**config.mk**
```make
export PLATFORM = sky130hd
export DESIGN_NAME = mem_ctrl_flat
export DESIGN_NICKNAME = d
export VERILOG_FILES = /design/src/rtl/mem_ctrl_pkg.sv /design/src/rtl/mem_ctrl_if.sv /design/src/rtl/mem_ctrl_array.sv /design/src/rtl/mem_ctrl.sv /design/src/flat_wrapper.sv
export SDC_FILE = /design/constraint.sdc
export NUM_CORES = 2
export LEC_CHECK = 0
export BUFFER_PORTS_ARGS = -buffer_cell sky130_fd_sc_hd__buf_2
export CAP_MARGIN = 20
export CORE_MARGIN = 2
export CORE_UTILIZATION = 45
export DETAILED_ROUTE_END_ITERATION = 16
export PLACE_DENSITY = 0.67
export SLEW_MARGIN = 10
export SYNTH_ARGS = -nofsm -noshare
export SYNTH_HDL_FRONTEND = slang
export SYNTH_HIERARCHICAL = 1
export SYNTH_SLANG_ARGS = --single-unit
```
**constraint.sdc**
```tcl
create_clock -name clk -period 11.1 [get_ports clk]
set_input_delay 0.555 -clock clk [delete_from_list [all_inputs] [get_ports clk]]
set_output_delay 0.555 -clock clk [all_outputs]
set_load 0.005 [all_outputs]
```
**src/rtl/mem_ctrl_pkg.sv**
```systemverilog
// Shared types and constants for the clocked memory controller.
// The boot image is only consulted when MEM_CTRL_BOOT_ROM_EN is defined.
package mem_ctrl_pkg;

    typedef enum logic [1:0] {
        IDLE,
        WAIT,
        ACCESS,
        DONE
    } state_e;

    // Which register currently drives dout; lets dout hold across writes.
    typedef enum logic [1:0] {
        SRC_ZERO,
        SRC_RAM,
        SRC_BOOT
    } dout_src_e;

    // Opcode field of a 16-bit program word, shared with the decoder.
    localparam int OPC_MSB = 15;
    localparam int OPC_LSB = 12;
    localparam logic [3:0] OP_LOAD  = 4'h1;
    localparam logic [3:0] OP_STORE = 4'h2;
    localparam logic [3:0] OP_ADD   = 4'h3;
    localparam logic [3:0] OP_JMP   = 4'h4;
    localparam logic [3:0] OP_HALT  = 4'hF;

    localparam int BOOT_WORDS = 8;
    localparam int BOOT_IDX_W = $clog2(BOOT_WORDS);

    localparam logic [15:0] BOOT_IMAGE [BOOT_WORDS] = '{
        16'h1010,   // LOAD  0x010
        16'h3011,   // ADD   0x011
        16'h2012,   // STORE 0x012
        16'h1013,   // LOAD  0x013
        16'h3014,   // ADD   0x014
        16'h2015,   // STORE 0x015
        16'h4000,   // JMP   0x000
        16'hF000    // HALT
    };

endpackage

```
**src/rtl/mem_ctrl_if.sv**
```systemverilog
// CPU-side request/MFC bus between the control FSM (master) and mem_ctrl (slave).
interface mem_ctrl_if #(
    parameter int DATA_W = 16,
    parameter int ADDR_W = 16
);
    logic              en;
    logic              rw;
    logic [ADDR_W-1:0] addr;
    logic [DATA_W-1:0] din;
    logic [DATA_W-1:0] dout;
    logic              mfc;
    logic              busy;
    logic              err;

    modport master (
        output en, rw, addr, din,
        input  dout, mfc, busy, err
    );

    modport slave (
        input  en, rw, addr, din,
        output dout, mfc, busy, err
    );
endinterface

```
**src/rtl/mem_ctrl_array.sv**
```systemverilog
// Single-port synchronous storage: one write port, one registered read port.
module mem_ctrl_array #(
    parameter int DATA_W = 16,
    parameter int DEPTH  = 256,
    parameter int IDX_W  = $clog2(DEPTH)
) (
    input  logic              clk,
    input  logic              rst_n,
    input  logic              we,
    input  logic              re,
    input  logic [IDX_W-1:0]  idx,
    input  logic [DATA_W-1:0] wdata,
    output logic [DATA_W-1:0] rdata
);
    logic [DATA_W-1:0] mem [DEPTH];

    // NOTE: storage has no reset so it maps onto RAM macros; contents are undefined until written.
    always_ff @(posedge clk) begin
        if (we) begin
            mem[idx] <= wdata;
        end
    end

    always_ff @(posedge clk or negedge rst_n) begin
        if (!rst_n) begin
            rdata <= '0;
        end else if (re) begin
            rdata <= mem[idx];
        end
    end
endmodule

```
**src/rtl/mem_ctrl.sv**
```systemverilog
// Clocked memory controller: en-edge request, wait states, MFC handshake, range error.
// Optional boot ROM over words 0..7 is enabled by defining MEM_CTRL_BOOT_ROM_EN.
module mem_ctrl
    import mem_ctrl_pkg::*;
#(
    parameter int DATA_W      = 16,
    parameter int ADDR_W      = 16,
    parameter int DEPTH       = 256,
    parameter int WAIT_CYCLES = 2
) (
    input  logic     clk,
    input  logic     rst_n,
    mem_ctrl_if.slave bus
);
    localparam int IDX_W  = $clog2(DEPTH);
    localparam int WCNT_W = (WAIT_CYCLES > 1) ? $clog2(WAIT_CYCLES) : 1;
    localparam logic [WCNT_W-1:0] WCNT_LAST = WCNT_W'((WAIT_CYCLES > 0) ? WAIT_CYCLES - 1 : 0);

    state_e            state;
    dout_src_e         dout_sel;
    logic              en_q;
    logic              rw_q;
    logic [ADDR_W-1:0] addr_q;
    logic [DATA_W-1:0] din_q;
    logic [WCNT_W-1:0] wcnt;
    logic              mfc_q;
    logic              busy_q;
    logic              err_q;
    logic [DATA_W-1:0] rdata;
    logic              in_range;
    logic              boot_hit;
    logic              ram_access;

    assign in_range   = 64'(addr_q) < 64'(DEPTH);
    assign ram_access = (state == ACCESS) && in_range && !boot_hit;

`ifdef MEM_CTRL_BOOT_ROM_EN
    logic [DATA_W-1:0] boot_q;

    assign boot_hit = 64'(addr_q) < 64'(BOOT_WORDS);

    always_ff @(posedge clk or negedge rst_n) begin
        if (!rst_n) begin
            boot_q <= '0;
        end else if (state == ACCESS && rw_q && in_range && boot_hit) begin
            boot_q <= DATA_W'(BOOT_IMAGE[addr_q[BOOT_IDX_W-1:0]]);
        end
    end
`else
    assign boot_hit = 1'b0;
`endif

    // NOTE: every state register uses <= so all updates see the pre-edge values.
    always_ff @(posedge clk or negedge rst_n) begin
        if (!rst_n) begin
            state    <= IDLE;
            dout_sel <= SRC_ZERO;
            en_q     <= 1'b1;
            rw_q     <= 1'b1;
            addr_q   <= '0;
            din_q    <= '0;
            wcnt     <= '0;
            mfc_q    <= 1'b0;
            busy_q   <= 1'b0;
            err_q    <= 1'b0;
        end else begin
            en_q <= bus.en;
            case (state)
                IDLE: begin
                    if (bus.en && !en_q) begin
                        rw_q   <= bus.rw;
                        addr_q <= bus.addr;
                        din_q  <= bus.din;
                        busy_q <= 1'b1;
                        err_q  <= 1'b0;
                        wcnt   <= '0;
                        state  <= (WAIT_CYCLES == 0) ? ACCESS : WAIT;
                    end
                end
                WAIT: begin
                    if (wcnt == WCNT_LAST) begin
                        wcnt  <= '0;
                        state <= ACCESS;
                    end else begin
                        wcnt <= wcnt + 1'b1;
                    end
                end
                ACCESS: begin
                    mfc_q <= 1'b1;
                    state <= DONE;
                    if (!in_range || (boot_hit && !rw_q)) begin
                        err_q <= 1'b1;
                    end
                    if (rw_q) begin
                        if (!in_range)     dout_sel <= SRC_ZERO;
                        else if (boot_hit) dout_sel <= SRC_BOOT;
                        else               dout_sel <= SRC_RAM;
                    end
                end
                DONE: begin
                    if (!bus.en) begin
                        mfc_q  <= 1'b0;
                        busy_q <= 1'b0;
                        state  <= IDLE;
                    end
                end
                default: state <= IDLE;
            endcase
        end
    end

    mem_ctrl_array #(
        .DATA_W(DATA_W),
        .DEPTH (DEPTH),
        .IDX_W (IDX_W)
    ) u_array (
        .clk  (clk),
        .rst_n(rst_n),
        .we   (ram_access && !rw_q),
        .re   (ram_access && rw_q),
        .idx  (addr_q[IDX_W-1:0]),
        .wdata(din_q),
        .rdata(rdata)
    );

    // NOTE: default assignment first keeps this combinational block latch-free.
    always_comb begin
        bus.dout = '0;
        case (dout_sel)
            SRC_RAM:  bus.dout = rdata;
`ifdef MEM_CTRL_BOOT_ROM_EN
            SRC_BOOT: bus.dout = boot_q;
`endif
            default:  bus.dout = '0;
        endcase
    end

    assign bus.mfc  = mfc_q;
    assign bus.busy = busy_q;
    assign bus.err  = err_q;
endmodule
```
**src/flat_wrapper.sv**
```systemverilog
// flat-port wrapper written by rule: the top's interface ports become plain ports
module mem_ctrl_flat import mem_ctrl_pkg::*;
#(
    parameter int DATA_W      = 16,
    parameter int ADDR_W      = 16,
    parameter int DEPTH       = 256,
    parameter int WAIT_CYCLES = 2
)
  (clk, rst_n, bus_en, bus_rw, bus_addr, bus_din, bus_dout, bus_mfc, bus_busy, bus_err);
  mem_ctrl_if #(.DATA_W(DATA_W), .ADDR_W(ADDR_W)) bus_i ();
  input  logic clk;
  input  logic rst_n;
  input wire logic [$bits(bus_i.en)-1:0] bus_en;
  input wire logic [$bits(bus_i.rw)-1:0] bus_rw;
  input wire logic [$bits(bus_i.addr)-1:0] bus_addr;
  input wire logic [$bits(bus_i.din)-1:0] bus_din;
  output wire logic [$bits(bus_i.dout)-1:0] bus_dout;
  output wire logic [$bits(bus_i.mfc)-1:0] bus_mfc;
  output wire logic [$bits(bus_i.busy)-1:0] bus_busy;
  output wire logic [$bits(bus_i.err)-1:0] bus_err;
  assign bus_i.en = bus_en;
  assign bus_i.rw = bus_rw;
  assign bus_i.addr = bus_addr;
  assign bus_i.din = bus_din;
  assign bus_dout = bus_i.dout;
  assign bus_mfc = bus_i.mfc;
  assign bus_busy = bus_i.busy;
  assign bus_err = bus_i.err;
  mem_ctrl #(.DATA_W(DATA_W), .ADDR_W(ADDR_W), .DEPTH(DEPTH), .WAIT_CYCLES(WAIT_CYCLES)) u_core (.clk(clk), .rst_n(rst_n), .bus(bus_i));
endmodule
```
==> results.py <==
metrics = {
    "status": {
        "status": "completed",
    },
    "drt": {
        "drt_iter0_drc": 11879,
        "routedWlPerCell_um": 33.5,
        "routed_via_density": 6.26,
        "drc_errors": 0,
        "drtPass1Iterations": 6,
        "via_count": 79584,
        "ant_nets": 0,
        "routed_wl_mm": 426,
    },
    "sta": {
        "report.final.slew_viol_count": 0,
        "fin_crit_ns": 5.33,
        "fin_crit_sh_pct": 48.0,
        "tns_ns": 0,
        "slew_headroom_pct": 17.2,
        "maxClockFrequency_mhz": 188,
        "finClkSkew_ns": 0.0563,
        "hold_viol": 0,
        "layout_setup_ws_ns": 5.77,
        "rsz0062_at_grt": "no",
        "finalSetupViolations": 0,
        "tightest_slew_ns": 1.24,
    },
    "grt": {
        "grt-ovfl-total": 0,
        "grt.total_usage_pct": 23.5,
        "use_met3_pct": 4.84,
        "use_met2_pct": 36.4,
        "grt.busiest_layer": "met2",
        "grt_use_met1_pct": 32.8,
        "grt_pass1_vias": 78181,
        "grt_antenna_before_repair": 21,
        "grt_max_degree": 197,
        "grt_pass1_wl_mm": 599,
    },
    "synth": {
        "synth_compound_area_share_pct": 2.34,
        "synth-seq-cells": 4153,
        "synth_nets": 7175,
        "synthSimpleGateAreaFrac_pct": 1.82,
        "yosys_most_used_dff": "edfxtp_1",
        "synth_edf_count": 4096,
        "synth_top_family_by_area": "multiplexers",
        "async_flop_share_pct": 1.37,
        "yosys_warnings": 6,
        "synth_fa_ha_area_share_pct": 0.0391,
        "netlist_area_um2": 160000,
        "ys_types": 69,
        "synth_cells": 7134,
        "yosys.area_share.xor_xnor_pct": 0,
        "synth.avg_cell_area_um2": 22.4,
        "synth.mux.area_fraction_pct": 16.5,
        "synth-seq-area-share_pct": 77.9,
    },
    "pwr": {
        "powerDensity_nw_per_um2": 264,
        "sw_frac_of_total_pct": 32.8,
        "sequentialPowerShare_pct": 42.6,
        "p_clk_share_pct": 28.0,
        "p_comb_share_pct": 29.3,
        "max-vdd-ir-drop_uv": 260,
        "power.total_mw": 47.8,
        "p_leak_nw": 56.7,
        "internal_power_mw": 32.1,
        "p_switching_mw": 15.7,
    },
    "clock_tree": {
        "clockBufferDepth": 4,
        "insertion_delay_ns": 0.99,
        "htreeDepth": 5,
        "postCtsResizedCells": 0,
        "clkSinkCount": 4153,
        "cts_tree": "done",
        "numCtsBuffers": 399,
        "cts_root_buffer": "clkbuf_16",
        "clkTransAtPathRegs_ns": 0.07,
    },
    "cells_and_area": {
        "final_common_cell": "edfxtp_1",
        "area_delta_synth_final_pct": 13.2,
        "ff_latch_area_um2": 125000,
        "final_nets": 7682,
        "multi_input_area_um2": 33400,
        "fin_util_pct": 51.3,
        "instances_no_fill": 12714,
        "drive_above_1_share_pct": 28.2,
        "fill_cells": 27124,
        "final_cell_mix": "edfxtp_1 (4096), mux4_2 (984), clkbuf_16 (405)",
    },
    "die": {
        "die_w_um": 600,
        "io_pins": 55,
        "rows": 218,
        "die_h_um": 600,
        "start_util_pct": 45.3,
        "core_um2": 353000,
        "dieArea_um2": 360000,
    },
    "placed_design": {
        "hpwl_mm": 252,
        "portBuffers": 54,
        "pre_cts_ws_ns": 5.86,
        "dp_cells": 11927,
        "place_congestion": 0.898,
    },
    "critical_path": {
        "worstSetupEndpointType": "flop",
        "reg2reg_depth": 8,
        "path_class": "reg -> reg",
        "crit_arrival_ns": 6.18,
        "critPathRequiredTime_ns": 11.95,
        "slowest_stage": "dfrtp_4",
        "path_cells": "buf_4, buf_4, mux4_2, mux2i_1, o32ai_1, nor4_1, a41oi_1, or3_1",
        "crit_top_cell": "buf_4",
        "critPathMaxStageDelay_ns": 0.83,
        "crit_fanout": 43,
        "cp-start-kind": "flop",
    },
    "run": {
        "cap_violations": 0,
    },
    "hold_path": {
        "hold_path_class": "in -> reg",
        "hold-path-cell-count": 2,
    },
}
[state kept, by name (all words and copies together) (netlist names), 2 cells and up]
register / cells
u_core/state: 2
u_core/din_q: 16
u_core/addr_q: 16
u_core/u_array/rdata: 16
u_core/u_array/mem: 4096
[repair_timing]
action	4_1_cts	5_1_grt
setup endpoints to repair	0	0
hold endpoints to repair	90	0
buffers inserted	0	0
hold buffers	33	0
[cells by family after synthesis]
group                      Yosys count
muxes                             1377
DFF                               4153
buffers and inverters              419
adders and majority gates            5
and+or+nand+nor                    641
AOI/OAI and AO/OA                  539
[critical path, delay by kind of cell (launching register included)]
kind	cells	cell delay, ns
buffers and inverters	2	1.64
AOI/OAI and AO/OA	2	0.64
muxes	2	0.94
DFF	1	0.83
and+or+nand+nor	2	1.11
[power by group through the flow]
stage	Combinational, mW	Clock (mW)	Sequential, mW
2_1_floorplan	7.75	0	21.6
3_3_place_gp	13.5	0	20.7
3_5_place_dp	13.8	0	20.8
4_1_cts	13.8	13.5	20.4
5_1_grt	14.5	14.1	20.4
6_report	14.0	13.4	20.4
[path summary, 6_finish.rpt]
kind	from	slack, ns	endpoint
worst min-delay path	bus_addr[5]	0.09	u_core/addr_q[5]
worst max register to register	u_core/addr_q[0]	5.77	u_core/u_array/rdata[10]
worst max-delay path	u_core/addr_q[0]	5.77	u_core/u_array/rdata[10]
max in group asynchronous	rst_n	9.83	u_core/addr_q[5]
worst min register to register	u_core/bus.mfc	0.51	u_core/bus.mfc
min in group asynchronous	rst_n	0.36	u_core/din_q[4]
[layout make-up]
| class | count | share of cell area [%] |
|---|---|---|
| clock inverter | 236 | 1.25 |
| multi-input combinational | 2562 | 18.5 |
| antenna | 15 | 0.0207 |
| inverter | 9 | 0.0249 |
| timing repair buffer | 516 | 2.32 |
| tap | 4730 | 3.27 |
| sequential | 4153 | 68.8 |
| clock buffer | 493 | 5.83 |
[Yosys cell counts, drive strengths merged (3+ instances only)]
cell / n / area (µm²)
ha: 5 / 62.6
nor3: 63 / 315
o21ai: 64 / 320
nand3: 47 / 240
o22a: 29 / 254
o22ai: 127 / 795
o2111ai: 4 / 35.0
a211oi: 25 / 188
mux2: 85 / 1070
nand3b: 3 / 35.0
o21bai: 3 / 22.5
o32ai: 3 / 26.3
nor2: 267 / 1000
mux4: 984 / 22200
inv: 9 / 33.8
edfxtp: 4096 / 123000
mux2i: 308 / 3080
and2: 33 / 206
buf: 285 / 1870
a21o: 3 / 22.5
a22o: 3 / 26.3
nand4: 7 / 43.8
dfrtp: 55 / 1380
a31oi: 23 / 144
clkbuf: 125 / 469
nor4: 21 / 131
a32oi: 37 / 324
o211ai: 13 / 97.6
nand2b: 9 / 58.8
a221oi: 8 / 76.3
or2: 4 / 25.0
and3: 7 / 43.8
o221ai: 32 / 280
a22oi: 77 / 578
a2111oi: 8 / 70.1
nor2b: 12 / 75.1
a41oi: 4 / 35.0
o32a: 5 / 50.1
or3: 16 / 100
nand2: 143 / 547
a21oi: 62 / 310
[metrics by stage]
stage | instance area, µm² | hold WS, ns
after global placement | 167000 | 0.489
after detailed placement | 168000 | 0.501
after floorplan | 160000 | 0.259
final | 181000 | 0.0870
after CTS | 181000 | 0.0000510
after global routing | 181000 | 0.0198
[routing by layer]
layer | wire length (µm) | part of all wire, % | vias to the layer above
met5 | 63 | 0.015 | -
met3 | 45600 | 11 | 831
met2 | 199000 | 47 | 4781
li1 | - | - | 31299
met4 | 19700 | 4.6 | 10
met1 | 161000 | 38 | 42663
Power figures use the tool's default switching activity.
